<file path="src/rtl/dot_accum5.sv">
// ============================================================================
// Module   : dot_accum5
// Summary  : Sums LEN consecutive multiplier products into one dot-product
//            result. Optional clamping build: define DOT_ACCUM5_SAT_EN.
// Revision : 1.0  initial release
// ============================================================================
`default_nettype none

module dot_accum5 #(
    parameter int PROD_W   = 10,
    parameter int ACC_W    = 16,
    parameter int LEN      = 8,
    parameter int MULT_LAT = 2
) (
    input  logic              clk,
    input  logic              rst,
    input  logic              op_valid,
    input  logic [PROD_W-1:0] prod,
    input  logic              flush,
    output logic              out_valid,
    output logic [ACC_W-1:0]  out_sum,
    output logic              out_ovf,
    output logic              busy
);

    localparam int                 c_CNT_W    = (LEN > 1) ? $clog2(LEN) : 1;
    localparam logic [c_CNT_W-1:0] c_CNT_LAST = c_CNT_W'(LEN - 1);
    localparam logic [ACC_W-1:0]   c_ACC_MAX  = '1;

    localparam logic [0:0] c_ST_IDLE  = 1'b0;
    localparam logic [0:0] c_ST_ACCUM = 1'b1;

    logic [MULT_LAT-1:0] r_vpipe;
    logic [0:0]          r_state;
    logic [ACC_W-1:0]    r_acc;
    logic [c_CNT_W-1:0]  r_cnt;
    logic                r_ovf_s;

    logic                w_v_d;
    logic [ACC_W:0]      w_sum;
    logic                w_carry;
    logic [ACC_W-1:0]    w_nxt;
    logic                w_last;
    logic                w_emit;

    // Valid delay line that tracks the multiplier pipeline
    generate
        if (MULT_LAT == 1) begin : g_pipe_one
            always_ff @(posedge clk) begin
                if (rst) begin
                    r_vpipe <= '0;
                end else begin
                    r_vpipe <= op_valid;
                end
            end
        end else begin : g_pipe_shift
            always_ff @(posedge clk) begin
                if (rst) begin
                    r_vpipe <= '0;
                end else begin
                    r_vpipe <= {r_vpipe[MULT_LAT-2:0], op_valid};
                end
            end
        end
    endgenerate

    assign w_v_d   = r_vpipe[MULT_LAT-1];
    assign w_sum   = {1'b0, r_acc} + {{(ACC_W + 1 - PROD_W){1'b0}}, prod};
    assign w_carry = w_v_d & w_sum[ACC_W];

`ifdef DOT_ACCUM5_SAT_EN
    // Once overflow has been seen the accumulator pins at full scale
    assign w_nxt = (r_ovf_s | w_carry) ? c_ACC_MAX : w_sum[ACC_W-1:0];
`else
    assign w_nxt = w_sum[ACC_W-1:0];
`endif

    assign w_last = (r_cnt == c_CNT_LAST);
    assign w_emit = (w_v_d && w_last)
                  || (flush && (r_state == c_ST_ACCUM))
                  || (flush && w_v_d && (r_state == c_ST_IDLE));

    always_ff @(posedge clk) begin
        if (rst) begin
            r_state   <= c_ST_IDLE;
            r_acc     <= '0;
            r_cnt     <= '0;
            r_ovf_s   <= 1'b0;
            out_valid <= 1'b0;
            out_sum   <= '0;
            out_ovf   <= 1'b0;
        end else begin
            out_valid <= w_emit;
            if (w_emit) begin
                out_sum <= w_v_d ? w_nxt : r_acc;
                out_ovf <= r_ovf_s | w_carry;
                r_acc   <= '0;
                r_cnt   <= '0;
                r_ovf_s <= 1'b0;
                r_state <= c_ST_IDLE;
            end else if (w_v_d) begin
                r_acc   <= w_nxt;
                r_cnt   <= r_cnt + 1'b1;
                r_ovf_s <= r_ovf_s | w_carry;
                r_state <= c_ST_ACCUM;
            end
        end
    end

    assign busy = (r_state == c_ST_ACCUM) | (|r_vpipe);

endmodule

`default_nettype wire

</file>
<file path="config.mk">
export PLATFORM = sky130hd
export DESIGN_NAME = dot_accum5
export DESIGN_NICKNAME = d
export VERILOG_FILES = /design/src/rtl/dot_accum5.sv
export SDC_FILE = /design/constraint.sdc
export NUM_CORES = 1
export LEC_CHECK = 0
export BUFFER_PORTS_ARGS = -buffer_cell sky130_fd_sc_hd__buf_2
export CORE_MARGIN = 3
export CORE_UTILIZATION = 35
export CTS_CLUSTER_DIAMETER = 40
export CTS_CLUSTER_SIZE = 16
export DETAILED_ROUTE_END_ITERATION = 10
export GPL_TIMING_DRIVEN = 1
export PLACE_DENSITY = 0.54
export SETUP_SLACK_MARGIN = 0.2
export SLEW_MARGIN = 20
export SYNTH_ARGS = -nofsm -noshare
export SYNTH_HDL_FRONTEND = slang
export SYNTH_SLANG_ARGS = --single-unit
</file>
<file path="constraint.sdc">
create_clock -name clk -period 2.3 [get_ports clk]
set_clock_uncertainty 0.1 [all_clocks]
set_input_delay 0.115 -clock clk [delete_from_list [all_inputs] [get_ports clk]]
set_output_delay 0.115 -clock clk [all_outputs]
set_load 0.05 [all_outputs]
</file>
==> results.ini <==
[status]
outcome = completed

[logic_synthesis]
synth_top_area_share_pct = 42.40
ys_ff_latch = 41
syn-cell-area_mm2 = 0.001936
synthArstFlopShare_pct = 0
synth_common_cells = 41 x dfxtp_1, 38 x nor2_1, 17 x nand2_1
ys_types = 39
syn_inst = 217
synthesis.nets = 244
synthMostInstantiatedCell = dfxtp_1
avgSynthCellArea_um2 = 8.920
synthFlopType = dfxtp_1
yosysTopAreaCell = dfxtp_1
yosysWarnings = 0
yosysSeqAreaShare_pct = 42.40
synth_enable_flop_cells = 0
synth_area_leaders = dfxtp_1 42%, ha_1 7.8%, nor2_1 7.4%, mux2i_1 4.7%, xnor2_1 3.6%

[place]
post-place-ws_ns = 0.06380
dp_cells = 321
io_buffers = 32
gp_congestion = 0.7159
dpl.hpwl_um = 3224
place_area_mm2 = 0.002238

[die]
die-area_mm2 = 0.006459
die_w_um = 80.37
die_height_um = 80.37
io_pins = 33
fp-row-count = 26
initial_utilization_pct = 36.96
core_mm2 = 0.005238

[worst_setup_path]
r2r-start = r_acc[0]$_SDFF_PP0_
cp.arrival_ns = 2.21
slowest_delay_ns = 0.36
crit_fanout = 4
path_buf_inv = 0
r2r_setup_slack_ns = 0.18
crit_start = r_acc[0]$_SDFF_PP0_
critical_path_required_ns = 2.39
path_class = register to register
cp-start-kind = register
end_kind = register
cpLargestDelayFamily = compound AO/OA/AOI/OAI gates
critPathSlowestCell = a221oi_4
worstPathCellList = ha_4 > fa_2 > a21o_1 > a221oi_4 > o21ai_4 > nand3_1 > xor2_1 > o21ai_1

[cts]
clock_path_buffers = 2
numCtsBuffers = 5
cts_root_buf = clkbuf_8
clk_latency_ns = 0.29
path_clk_slew_ns = 0.07
cts.htree.levels = 2
clock_sinks = 41
cts_tree = built

[timing]
finalCritPeriodShare_pct = 92.04
setup_ws_ns = 0.1830
rsz0062_at_grt = true
finalHoldViolCount = 0
relSlewSlack_pct = 61.45
fin_crit_ns = 2.117
setup_viol = 0
tns_ns = 0
drv_slew = 0
worst_pin_slew_ns = 0.5744
fmax_mhz = 472.4
hold_ws_ns = 0.07008

[grt]
track_usage_pct = 15.04
grt_pass1_wl_um = 7417
grt_max_degree = 15
antenna_found_initial = 0
grt_overflow_total = 0
grt_pass1_vias = 1612

[route]
vias_per_cell = 4.961
drc = 0
drtIter0Drc = 49
first_pass_iters = 4
wl_per_cell_um = 12.85
vias = 1667
wirelength_um = 4316
ant_nets = 0

[pwr]
leakage_nw = 1.018
ir_drop_mv = 0.2947
power_density_mw_per_mm2 = 577.1

[finish]
syn_to_final_growth_pct = 28.31
final_layout_size_suffix_gt1_share_pct = 28.20
antennaDiodeCount = 0
fill_cells = 524
final_area_mm2 = 0.002484
nets = 292
final_cells = 336

[hold_path]
hold_start = rst
hp-class = primary input to register

[job]
maxCapViolations = 0

routing by layer:
| layer | up-vias | part of all wire (%) | wire (µm) | track usage (%) |
|---|---|---|---|---|
| met4 | 0 | 1.5 | 64 | 6.588 |
| met1 | 767 | 48 | 2071 | 18.25 |
| met2 | 26 | 47 | 2017 | 25.25 |
| met5 | - | 0 | 0 | 0 |
| li1 | 868 | - | - | - |
| met3 | 6 | 3.8 | 163 | 3.475 |
worst paths after layout:
path                              endpoint  cells past startpoint
setup / recovery  out_sum[14]$_SDFFE_PP0P_                      8
hold / removal       r_vpipe[0]$_SDFF_PP0_                      2
setup reg to reg  out_sum[14]$_SDFFE_PP0P_                      8
hold reg to reg   out_sum[14]$_SDFFE_PP0P_                      2
through the flow:
| step | utilization [%] | power, mW |
|---|---|---|
| 4_1_cts | 45.99 | 1.444 |
| 6_report | 47.42 | 1.433 |
| 5_1_grt | 47.42 | 1.508 |
| 3_5_place_dp | 42.74 | 0.9749 |
| 3_3_place_gp | 42.74 | 0.9735 |
| 2_1_floorplan | - | 0.9111 |
cells by family (layout without fill, tap and decap cells):
kind of cell,Yosys count,count (layout),share of synthesized area (%)
xor gates and xnor gates,11,11,4.978
muxes,9,9,4.654
buffers and inverters,12,61,2.585
adders and majority gates,13,13,8.791
AOI/OAI and AO/OA,51,51,18.04
DFF,41,41,42.40
and+or+nand+nor,80,80,18.55
sequential cells by signal, summed over array words and instances (netlist names):
| register | cells |
|---|---|
| out_valid | 1 |
| r_ovf_s | 1 |
| r_vpipe | 2 |
| out_ovf | 1 |
| out_sum | 16 |
| r_acc | 16 |
| r_cnt | 3 |
| r_state | 1 |
power by group:
group	total [mW]	switching (mW)	internal, mW
Clock	0.455	0.240	0.216
Sequential	0.740	0.0111	0.729
Combinational	0.238	0.147	0.0912
area by class of cell:
type | count | area (µm²) | area share [%]
flip-flops and latches | 41 | 823.3 | 33.15
inverters | 4 | 15.01 | 0.6045
multi-input cells | 164 | 1187 | 47.81
well taps | 70 | 87.58 | 3.526
clock buffers | 8 | 80.08 | 3.224
repair buffers | 49 | 290.3 | 11.69
layout by cell type (no fill, tap or decap), types with 4 or more instances in the layout:
cell      netlist  layout
clkbuf_8        0       5
mux2i_1         9       9
inv_1           4       4
a21o_1          4       4
a21oi_1        11      11
nand2_1        17      16
nand3_1         4       4
a211oi_1        9       6
buf_4           0      16
o21ai_1         3       7
ha_1           12       8
dfxtp_1        41      39
buf_2           3      32
nor2_1         38      37
xnor2_1         8       7
timing repair:
item                                   in CTS  in global routing
buffers inserted                            5                  1
endpoints found under the hold margin       1                  0
pin swaps                                  19                  4
hold buffers                                1                  0
gates resized for setup                     9                 16
setup endpoints to repair                  13                 20
Note: power is estimated with default switching activity, not from simulation.
